File: src/rtl/eth_frame_arb.sv
// Two-source AXI-Stream byte arbiter: whole-frame round-robin, MAX_FRAME truncation with drain.
// Define FRAME_ARB_IFG_EN to enforce an inter-frame gap of IFG_CYCLES dead cycles between frames.
module eth_frame_arb #(
    parameter int MAX_FRAME  = 1518,
    parameter int IFG_CYCLES = 12
) (
    input  logic       rx_clk,
    input  logic       rst_n,
    input  logic [7:0] s0_axis_tdata,
    input  logic       s0_axis_tvalid,
    input  logic       s0_axis_tlast,
    input  logic       s0_axis_tuser,
    output logic       s0_axis_tready,
    input  logic [7:0] s1_axis_tdata,
    input  logic       s1_axis_tvalid,
    input  logic       s1_axis_tlast,
    input  logic       s1_axis_tuser,
    output logic       s1_axis_tready,
    output logic [7:0] m_axis_tdata,
    output logic       m_axis_tvalid,
    output logic       m_axis_tlast,
    output logic       m_axis_tuser,
    input  logic       m_axis_tready,
    output logic [1:0] grant,
    output logic       trunc_pulse
);

    localparam logic [1:0]  ST_IDLE  = 2'd0;
    localparam logic [1:0]  ST_BUSY  = 2'd1;
    localparam logic [1:0]  ST_DRAIN = 2'd2;
    localparam logic [1:0]  ST_GAP   = 2'd3;
    localparam logic [10:0] LAST_BEAT = 11'(MAX_FRAME - 1);
`ifdef FRAME_ARB_IFG_EN
    localparam bit IFG_EN = 1'b1;
`else
    localparam bit IFG_EN = 1'b0;
`endif
    // GAP plus the arbitration cycle in IDLE together make IFG_CYCLES dead cycles.
    localparam logic [1:0] ST_AFTER = (IFG_EN && IFG_CYCLES > 1) ? ST_GAP : ST_IDLE;

    logic [1:0]  r_state;
    logic [1:0]  r_grant;
    logic        r_rr_ptr;
    logic [10:0] r_beat_cnt;
    logic        r_trunc_pulse;
`ifdef FRAME_ARB_IFG_EN
    logic [15:0] r_gap_cnt;
`endif

    logic       w_sel;
    logic [7:0] w_src_data;
    logic       w_src_valid;
    logic       w_src_last;
    logic       w_src_user;
    logic       w_busy;
    logic       w_drain;
    logic       w_src_ready;
    logic       w_hs;
    logic       w_at_max;
    logic       w_force;

    assign w_sel       = r_grant[1];
    assign w_src_data  = w_sel ? s1_axis_tdata  : s0_axis_tdata;
    assign w_src_valid = w_sel ? s1_axis_tvalid : s0_axis_tvalid;
    assign w_src_last  = w_sel ? s1_axis_tlast  : s0_axis_tlast;
    assign w_src_user  = w_sel ? s1_axis_tuser  : s0_axis_tuser;

    assign w_busy      = (r_state == ST_BUSY);
    assign w_drain     = (r_state == ST_DRAIN);
    assign w_src_ready = (w_busy & m_axis_tready) | w_drain;
    assign w_hs        = w_src_valid & w_src_ready;
    assign w_at_max    = (r_beat_cnt == LAST_BEAT);
    // A source tlast on the final allowed beat is a normal end, not a truncation.
    assign w_force     = w_at_max & ~w_src_last;

    assign s0_axis_tready = w_src_ready & r_grant[0];
    assign s1_axis_tready = w_src_ready & r_grant[1];
    assign m_axis_tdata   = w_busy ? w_src_data : 8'h00;
    assign m_axis_tvalid  = w_busy & w_src_valid;
    assign m_axis_tlast   = w_busy & (w_src_last | w_at_max);
    assign m_axis_tuser   = w_busy & (w_src_user | w_force);
    assign grant          = r_grant;
    assign trunc_pulse    = r_trunc_pulse;

    always_ff @(posedge rx_clk or negedge rst_n) begin
        if (!rst_n) begin
            r_state       <= ST_IDLE;
            r_grant       <= 2'b00;
            r_rr_ptr      <= 1'b1;
            r_beat_cnt    <= 11'd0;
            r_trunc_pulse <= 1'b0;
`ifdef FRAME_ARB_IFG_EN
            r_gap_cnt     <= 16'd0;
`endif
        end else begin
            r_trunc_pulse <= 1'b0;
            case (r_state)
                ST_IDLE: begin
                    if (s0_axis_tvalid || s1_axis_tvalid) begin
                        // r_rr_ptr holds the last source served; the other one wins a tie.
                        if (s0_axis_tvalid && (!s1_axis_tvalid || r_rr_ptr))
                            r_grant <= 2'b01;
                        else
                            r_grant <= 2'b10;
                        r_beat_cnt <= 11'd0;
                        r_state    <= ST_BUSY;
                    end
                end
                ST_BUSY: begin
                    if (w_hs) begin
                        r_beat_cnt <= r_beat_cnt + 11'd1;
                        if (w_src_last) begin
                            r_rr_ptr <= w_sel;
                            r_grant  <= 2'b00;
                            r_state  <= ST_AFTER;
`ifdef FRAME_ARB_IFG_EN
                            r_gap_cnt <= 16'(IFG_CYCLES - 2);
`endif
                        end else if (w_at_max) begin
                            r_trunc_pulse <= 1'b1;
                            r_state       <= ST_DRAIN;
                        end
                    end
                end
                ST_DRAIN: begin
                    if (w_hs && w_src_last) begin
                        r_rr_ptr <= w_sel;
                        r_grant  <= 2'b00;
                        r_state  <= ST_AFTER;
`ifdef FRAME_ARB_IFG_EN
                        r_gap_cnt <= 16'(IFG_CYCLES - 2);
`endif
                    end
                end
`ifdef FRAME_ARB_IFG_EN
                ST_GAP: begin
                    if (r_gap_cnt == 16'd0)
                        r_state <= ST_IDLE;
                    else
                        r_gap_cnt <= r_gap_cnt - 16'd1;
                end
`endif
                default: r_state <= ST_IDLE;
            endcase
        end
    end

endmodule
File: config.mk
export PLATFORM = sky130hd
export DESIGN_NAME = eth_frame_arb
export DESIGN_NICKNAME = d
export VERILOG_FILES = /design/src/rtl/eth_frame_arb.sv
export SDC_FILE = /design/constraint.sdc
export NUM_CORES = 1
export LEC_CHECK = 0
export ABC_AREA = 1
export CORE_UTILIZATION = 48
export CTS_BUF_LIST = sky130_fd_sc_hd__clkbuf_4 sky130_fd_sc_hd__clkbuf_8
export DETAILED_ROUTE_END_ITERATION = 10
export GPL_ROUTABILITY_DRIVEN = 0
export PLACE_DENSITY = 0.91
export SYNTH_ARGS = -nofsm -noshare
export SYNTH_HDL_FRONTEND = slang
export SYNTH_SLANG_ARGS = --single-unit
File: constraint.sdc
create_clock -name rx_clk -period 2.09 [get_ports rx_clk]
set_input_delay 0.3135 -clock rx_clk [delete_from_list [all_inputs] [get_ports rx_clk]]
set_output_delay 0.3135 -clock rx_clk [all_outputs]
set_load 0.03 [all_outputs]
==> qor.txt, run 1 <==
Synth Warn # - 0
Pwr per Cell Area - 1020 mW/mm2
Final nets - 269
CTS root buf - clkbuf_4
Initial DRC Count - 41
Post-route design area - 0.00174 mm2
Core area - 0.00250 mm2
Synth unique cells - 23
Htree depth - 1
Vias in the first global route - 1121
Routed via count - 1364
Worst Hold Class - input pin to async pin
Port bufs - 40
Area Overhead vs Synth - 35.0%
Comb pwr share - 0.628
Slew margin rel. - 0.744
Sw Pwr - 920 uW
P_leak - 0.858 nW
Tightest Pin Transition - 0.382 ns
Initial antenna violation count - 0
CTS Buf Count - 3
Final Skew - 0.0169 ns
WP data arrival - 1.68 ns
Detailed Place HPWL - 2320 um
Switching fraction of total power - 0.517
Final period utilization - 0.955
Final Util - 0.697
Hold_ws - 0.298 ns
Gr usage total - 0.229
Syn Inst Count - 195
Setup Viol. Count Final - 0
Pre-CTS setup slack - 0.318 ns
Syn_nets - 226
Commonest cells after routing, fill and taps aside - nand2_1 (53), nor2_1 (30), clkdlybuf4s50_1 (27), inv_1 (21)
FF/Latch Area - 429 um2
Startpoint Class - flip-flop
Largest net degree at the start of global routing - 18
Top-Level Pins - 41
Worst setup margin - 0.0944 ns
Fill cell total of the finished layout - 211
Row count - 18
Mapped cell area - 0.00129 mm2
ANT nets after route - 0
Final wirelength - 3110 um
Yosys reg bits - 17
DRC viols - 0
Effective utilization at floorplan - 0.517
Multi-input logic area - 758 um2
Slew Viols, Final - 0
First-pass GRT wire length - 4730 um
Max VDD drop - 0.997 mV
GR Overflow Total - 0
Synth Area per Inst - 6.62 um2
Clk pwr share - 0.108
Die Ht - 53.9 um
CP Max Fanout - 3
Placement Cell Area - 0.00169 mm2
Unrepaired setup endpoints after global routing - true
Required @ worst endpoint - 1.78 ns
CTS Sinks - 17
Mean routed wirelength per cell - 11.6 um
Final min period - 2.00 ns
MaxCap Viol Count - 0
Worst-path clk slew - 0.12 ns
CTS tree - built
Final Hold Vio Count - 0
Worst skew pair latency - 0.31 ns
Total power - 1.78 mW
Die W - 53.9 um
Maximum root-to-sink buffer count - 2
Status - complete, no violations
Int Pwr - 861 uW
Die area - 0.00290 mm2
Reg power frac - 0.264
Crit Path Category - flip-flop to output port
Post-CTS Hold Buffers - 0
Register area share after synthesis - 0.330
Via/cell ratio - 5.11
Most common cell after layout, fill and taps aside - nand2_1
Max Clock Freq - 501 MHz
Pre-Repair DR Iteration Count - 4
CP Capture Type - output port
Layout cells sized above 1 - 0.148
ANT cells - 0
[synthesized netlist by cell type (all sizes together)]
cell type	n	area share
o21bai	2	0.012
o22ai	1	0.0048
nand4	10	0.048
nand2	55	0.16
inv	23	0.067
mux2i	1	0.0078
xor2	3	0.020
clkbuf	4	0.012
ha	6	0.058
dfstp	1	0.020
buf	2	0.015
a21o	1	0.0058
nand3	17	0.066
nor2	31	0.090
dfrtp	16	0.31
o21ai	16	0.068
a21oi	6	0.032
[per-layer routing]
metal,track usage,share of wire,up-vias,wire [um]
met2,0.360,0.49,27,1530
met5,0,0,-,0
met4,0.0965,0.017,0,53
li1,-,-,712,-
met1,0.319,0.45,620,1410
met3,0.0198,0.035,5,109
[area by class of cell]
cell class              instances  share of cell area
repair buffers                 44               0.230
multi-input cells             149               0.435
flip-flops and latches         17               0.246
well taps                      30              0.0215
inverters                      23              0.0495
clock buffers                   3              0.0129
clock inverters                 1             0.00431
[worst paths after layout]
kind,startpoint,to,slack [ns],depth (start not counted)
worst max-delay path,r_beat_cnt[1]$_DFFE_PN0P_,m_axis_tuser,0.09,9
worst min-delay path,rst_n,r_beat_cnt[10]$_DFFE_PN0P_,0.30,2
worst max register to register,r_state[1]$_DFFE_PN0P_,r_beat_cnt[5]$_DFFE_PN0P_,0.44,9
worst min register to register,r_rr_ptr$_DFFE_PN1P_,r_rr_ptr$_DFFE_PN1P_,0.49,2
max in group asynchronous,rst_n,r_rr_ptr$_DFFE_PN1P_,1.52,2
min in group rx_clk,r_rr_ptr$_DFFE_PN1P_,r_rr_ptr$_DFFE_PN1P_,0.49,2
[sequential cells by signal, indices dropped and copies added (netlist names)]
name	cells
trunc_pulse	1
r_rr_ptr	1
grant	2
r_beat_cnt	11
r_state	2
[power by group through the flow]
stage               combinational (mW)  sequential, mW  clock [mW]
CTS                               1.09           0.466       0.195
floorplan                        0.754           0.475           0
global placement                  1.08           0.470           0
global route                      1.25           0.485       0.202
detailed placement                1.09           0.471           0
finish                            1.12           0.471       0.192
[timing repair]
item / CTS / global route
gates cloned: 0 / 0
buffers inserted: 0 / 1
setup endpoints to repair: 1 / 9
gates resized for setup: 1 / 6
pin swaps: 0 / 1
[stage by stage]
stage / TNS, ns / instances
floorplan: 0 / 195
global placement: 0 / 262
finish: 0 / 267
detailed placement: 0 / 262
global route: -0.0233 / 267
CTS: 0 / 266
[critical path, cell delays in order, from the launching register on]
cell	delay (ns)
dfrtp_1	0.42
inv_1	0.08
ha_1	0.13
inv_1	0.05
nor2_2	0.11
nand3_2	0.10
inv_1	0.09
nand2_1	0.09
a21oi_2	0.15
buf_6	0.14
[cell families after synthesis]
group | count (synthesis) | synth area share
compound gates | 26 | 0.122
xor+xnor | 3 | 0.0204
fa+ha+maj | 6 | 0.0581
buf+inv | 29 | 0.0930
flops | 17 | 0.330
mux | 1 | 0.00775
simple gates | 113 | 0.368
Note: power is estimated with default switching activity, not from simulation.
==> run 2, diff against run 1 <==
--- a/config.mk
+++ b/config.mk
@@ -11,6 +11,7 @@
 export DETAILED_ROUTE_END_ITERATION = 10
 export GPL_ROUTABILITY_DRIVEN = 0
 export PLACE_DENSITY = 0.91
+export SETUP_SLACK_MARGIN = 0.5
 export SYNTH_ARGS = -nofsm -noshare
 export SYNTH_HDL_FRONTEND = slang
 export SYNTH_SLANG_ARGS = --single-unit
==> run 2 against run 1 <==
  * The run now ends with negative setup slack left
  * Register-to-register slack worse by 0.41 ns
  * Setup slack worse by 0.13 ns
  * Combinational power up 83%
  * Via count up 47%
  * Count of clock-buffer cells in the layout unchanged
  * Clock power up 5%
  * Utilization up 24 points
  * Largest cell class unchanged
  * First-iteration DRC count rose to 6.2 times the previous value
  * Sequential power down 1%
  * Maximum frequency down 5.9%
  * Non-clock buffer count up 36
  * Wire length up 140%
==> qor.txt, run 2 (same netlist as run 1, synthesis figures left out) <==
Detailed Place HPWL - 2420 um
CTS Buf Count - 3
Pre-Repair DR Iteration Count - 9
Core area - 0.00250 mm2
Final period utilization - 1.02
Slew Viols, Final - 0
Required @ worst endpoint - 1.78 ns
Final Hold Vio Count - 0
MaxCap Viol Count - 0
CTS root buf - clkbuf_4
Setup Viol. Count Final - 1
Vias in the first global route - 1427
CTS tree - built
Fill cell total of the finished layout - 79
Pwr per Cell Area - 1160 mW/mm2
Top-Level Pins - 41
Placed insts - 265
Worst skew pair latency - 0.32 ns
TNS Setup - -0.0316 ns
CP Capture Type - output port
Final nets - 306
Int Pwr - 1.30 mW
Initial antenna violation count - 0
Final wirelength - 7460 um
ANT cells - 0
Startpoint Class - flip-flop
Max Clock Freq - 471 MHz
Via/cell ratio - 6.62
Status - finished, violations left
Placement Cell Area - 0.00177 mm2
Switching fraction of total power - 0.522
Gr usage total - 0.350
Worst-path clk slew - 0.12 ns
Most common cell after layout, fill and taps aside - nand2_1
Unrepaired setup endpoints after global routing - true
Row count - 18
Area Overhead vs Synth - 81.2%
Commonest cells after routing, fill and taps aside - nand2_1 (43), buf_6 (29), clkdlybuf4s50_1 (24), buf_4 (21), nor2_1 (19)
Slew margin rel. - 0.629
Reg power frac - 0.171
Worst Reg-to-Reg Cells - 14
Max FFs per register - 11
Routed via count - 2011
Largest Register - r_beat_cnt
DRC viols - 0
Layout cells sized above 1 - 0.420
Die Ht - 53.9 um
Post-route design area - 0.00234 mm2
Port bufs - 40
Worst Hold Class - input pin to async pin
Worst setup margin - -0.0316 ns
Pre-CTS setup slack - 0.0338 ns
Effective utilization at floorplan - 0.517
Initial DRC Count - 256
Tightest Pin Transition - 0.555 ns
Multi-input logic area - 943 um2
Largest net degree at the start of global routing - 14
Crit Path Category - flip-flop to output port
First-pass GRT wire length - 6890 um
Post-CTS Hold Buffers - 0
Max VDD drop - 1.23 mV
GR Overflow Total - 0
WP data arrival - 1.81 ns
ANT nets after route - 0
Reg2Reg Setup Slack - 0.03 ns
Maximum root-to-sink buffer count - 2
CTS Sinks - 17
Violations in the final reports - negative setup slack
Final min period - 2.12 ns
P_leak - 1.11 nW
Htree depth - 1
CP Max Fanout - 13
Final Skew - 0.00245 ns
Clk pwr share - 0.074
Non-filler instance count after layout - 304
Comb pwr share - 0.754
Mean routed wirelength per cell - 24.5 um
Sw Pwr - 1.42 mW
Die W - 53.9 um
Final Util - 0.936
FF/Latch Area - 434 um2
Die area - 0.00290 mm2
[run 2: cell types whose count changed in the layout (fill, tap and decap cells not counted), sizes merged]
cell / previous run / this run
clkdlybuf4s50: 27 / 24
dlygate4sd2: 0 / 2
buf: 17 / 52
clkinv: 0 / 2
clkbuf: 3 / 5
clkinvlp: 1 / 0
[run 2: layer usage]
metal	vias up	part of all wire	track usage
met5	-	0	0
met2	212	0.45	0.586
met4	0	0.096	0.167
met1	907	0.33	0.423
li1	788	-	-
met3	104	0.13	0.0734
[run 2: power groups by stage]
stage / Combinational (mW) / Clock (mW) / Sequential [mW]
6_report: 2.05 / 0.202 / 0.466
5_1_grt: 2.15 / 0.215 / 0.463
4_1_cts: 1.53 / 0.194 / 0.434
3_5_place_dp: 1.25 / 0 / 0.449
3_3_place_gp: 1.24 / 0 / 0.447
2_1_floorplan: 0.832 / 0 / 0.482
[run 2: stage by stage]
stage / hold slack [ns] / total power [mW]
detailed placement: 0.485 / 1.70
finish: 0.341 / 2.72
global placement: 0.476 / 1.68
CTS: 0.348 / 2.16
global route: 0.351 / 2.83
floorplan: 0.0179 / 1.31
[run 2: cell type report]
type                            instances  share of cell area
Sequential cell                        17               0.186
Timing Repair inverter                  1             0.00267
Inverter                               23              0.0433
Clock inverter                          1             0.00214
Clock buffer                            3             0.00963
Tap cell                               30              0.0160
Multi-Input combinational cell        149               0.403
Timing Repair Buffer                   80               0.337
[run 2: timing repair]
item	in CTS	in global routing
resized for setup	104	50
setup endpoints to repair	31	30
cloned	0	1
pin swaps	12	12
buffers inserted	20	14
[run 2: path summary, 6_finish.rpt]
path	startpoint	to
min reg2reg	r_rr_ptr$_DFFE_PN1P_	r_rr_ptr$_DFFE_PN1P_
min	rst_n	grant[0]$_DFFE_PN0P_
max in group asynchronous	rst_n	r_beat_cnt[5]$_DFFE_PN0P_
min in group rx_clk	r_rr_ptr$_DFFE_PN1P_	r_rr_ptr$_DFFE_PN1P_
max	grant[1]$_DFFE_PN0P_	m_axis_tuser
max reg2reg	r_beat_cnt[4]$_DFFE_PN0P_	r_state[0]$_DFFE_PN0P_
[run 2: worst max-delay path: stages, from the launching register on]
cell and delay (ns):
dfrtp_2 0.46, buf_4 0.20, nand2_1 0.11, nand2_1 0.11, inv_1 0.18, nand2_2 0.11, a21oi_2 0.17, buf_6 0.15
==> run 3, diff against run 2 <==
==> constraint.sdc (replaced) <==
create_clock -name rx_clk -period 2.2 [get_ports rx_clk]
set_input_delay 0.33 -clock rx_clk [delete_from_list [all_inputs] [get_ports rx_clk]]
set_output_delay 0.33 -clock rx_clk [all_outputs]
set_load 0.03 [all_outputs]
==> run 3 against run 2 <==
  * The flow now finishes without violations
  * Clock power down 9%
  * Die area unchanged
  * First-iteration DRC count down 7.8%
  * Highest routed layer unchanged
  * Clock skew is 0.011 ns higher
  * Setup slack improved by 0.18 ns
  * Largest cell class unchanged
  * Global-route usage shrank 0.14 points
  * Critical path type unchanged
==> qor.txt, run 3 (same netlist as run 1, synthesis figures left out) <==
Layout cells sized above 1 - 0.400
Comb pwr share - 0.749
Pre-Repair DR Iteration Count - 6
Max FFs per register - 11
Sw Pwr - 1.28 mW
CTS tree - built
Clk pwr share - 0.074
Non-filler instance count after layout - 295
Routed via count - 1889
Initial antenna violation count - 0
Htree depth - 1
Final Skew - 0.0131 ns
Total power - 2.48 mW
Top delay family on crit path - flip-flops
Tightest Pin Transition - 0.392 ns
Int Pwr - 1.20 mW
CP Capture Type - output port
Post-CTS Hold Buffers - 0
Die W - 53.9 um
Largest net degree at the start of global routing - 18
Crit path cell chain - nand2_1, nor2_2, nand3_2, inv_2, nand2_2, a21oi_2, buf_6
Setup Viol. Count Final - 0
Via/cell ratio - 6.40
Slew margin rel. - 0.737
Maximum root-to-sink buffer count - 2
Vias in the first global route - 1498
CTS Buf Count - 3
Port bufs - 40
CTS Sinks - 17
Worst Hold Class - input pin to async pin
Max Clock Freq - 488 MHz
WP data arrival - 1.72 ns
ANT cells - 0
Pwr per Cell Area - 1130 mW/mm2
Detailed Place HPWL - 2540 um
Mean routed wirelength per cell - 21.1 um
Final period utilization - 0.931
CP Max Fanout - 6
Crit Path Category - flip-flop to output port
Die Ht - 53.9 um
Slew Viols, Final - 0
Row count - 18
ANT nets after route - 0
Unrepaired setup endpoints after global routing - true
CTS root buf - clkbuf_4
Final min period - 2.05 ns
Required @ worst endpoint - 1.87 ns
Reg power frac - 0.177
Initial DRC Count - 236
P_leak - 1.06 nW
Area Overhead vs Synth - 70.3%
TNS Setup - 0 ns
Die area - 0.00290 mm2
Final wirelength - 6220 um
Top-Level Pins - 41
Final Util - 0.880
CP max stage delay - 0.52 ns
Status - complete, no violations
Switching fraction of total power - 0.515
GR Overflow Total - 0
Core area - 0.00250 mm2
MaxCap Viol Count - 0
Worst-path clk slew - 0.10 ns
Commonest cells after routing, fill and taps aside - nand2_1 (45), buf_4 (26), clkdlybuf4s50_1 (25), nor2_1 (20), buf_6 (17)
Largest Register - r_beat_cnt
Most common cell after layout, fill and taps aside - nand2_1
Worst skew pair latency - 0.31 ns
Effective utilization at floorplan - 0.517
First-pass GRT wire length - 7130 um
Gr usage total - 0.349
Hold_ws - 0.357 ns
Slowest CP cell - dfrtp_1
Max VDD drop - 1.01 mV
Placed insts - 262
Number of buffers and inverters on the critical path - 2
Startpoint Class - flip-flop
Final Hold Vio Count - 0
Final nets - 297
DRC viols - 0
[run 3: worst paths after layout]
path	from	endpoint	slack [ns]	cells past startpoint
worst min-delay path	rst_n	r_beat_cnt[9]$_DFFE_PN0P_	0.36	2
worst min register to register	grant[0]$_DFFE_PN0P_	grant[0]$_DFFE_PN0P_	0.50	2
worst max-delay path	r_beat_cnt[2]$_DFFE_PN0P_	m_axis_tuser	0.15	7
min in group rx_clk	grant[0]$_DFFE_PN0P_	grant[0]$_DFFE_PN0P_	0.50	2
max in group asynchronous	rst_n	r_rr_ptr$_DFFE_PN1P_	1.57	2
worst max register to register	r_state[1]$_DFFE_PN0P_	r_state[0]$_DFFE_PN0P_	0.28	11
[run 3: what timing repair did]
item                                   4_1_cts  5_1_grt
pin swaps                                    9       13
endpoints found under the hold margin        0        0
resized for setup                           81       56
buffers inserted                            21        8
setup endpoints to repair                   30       28
[run 3: layout make-up]
class                      count  area (um2)
fill                         119         300
timing repair buffer          72         688
clock buffer                   4        30.0
sequential                    17         432
inverter                      23        98.8
multi-input combinational    149         913
tap                           30        37.5
[run 3: routing by layer]
layer  track usage  routed length (um)
met2         0.545                2850
met3        0.0734                 610
met5             0                   0
met1         0.458                2210
met4         0.154                 548
[run 3: power by group through the flow]
stage / Combinational [mW] / Clock (mW) / Sequential (mW)
final: 1.86 / 0.183 / 0.439
after global routing: 1.92 / 0.201 / 0.439
after CTS: 1.42 / 0.183 / 0.429
after detailed placement: 1.14 / 0 / 0.449
after global placement: 1.11 / 0 / 0.446
after floorplan: 0.763 / 0 / 0.451
[run 3: stage by stage]
stage | setup WS, ns | area, um2
after global placement | 0.200 | 1730
after detailed placement | 0.156 | 1730
after floorplan | 0.474 | 1320
after CTS | 0.285 | 1990
final | 0.151 | 2200
after global routing | 0.0881 | 2200
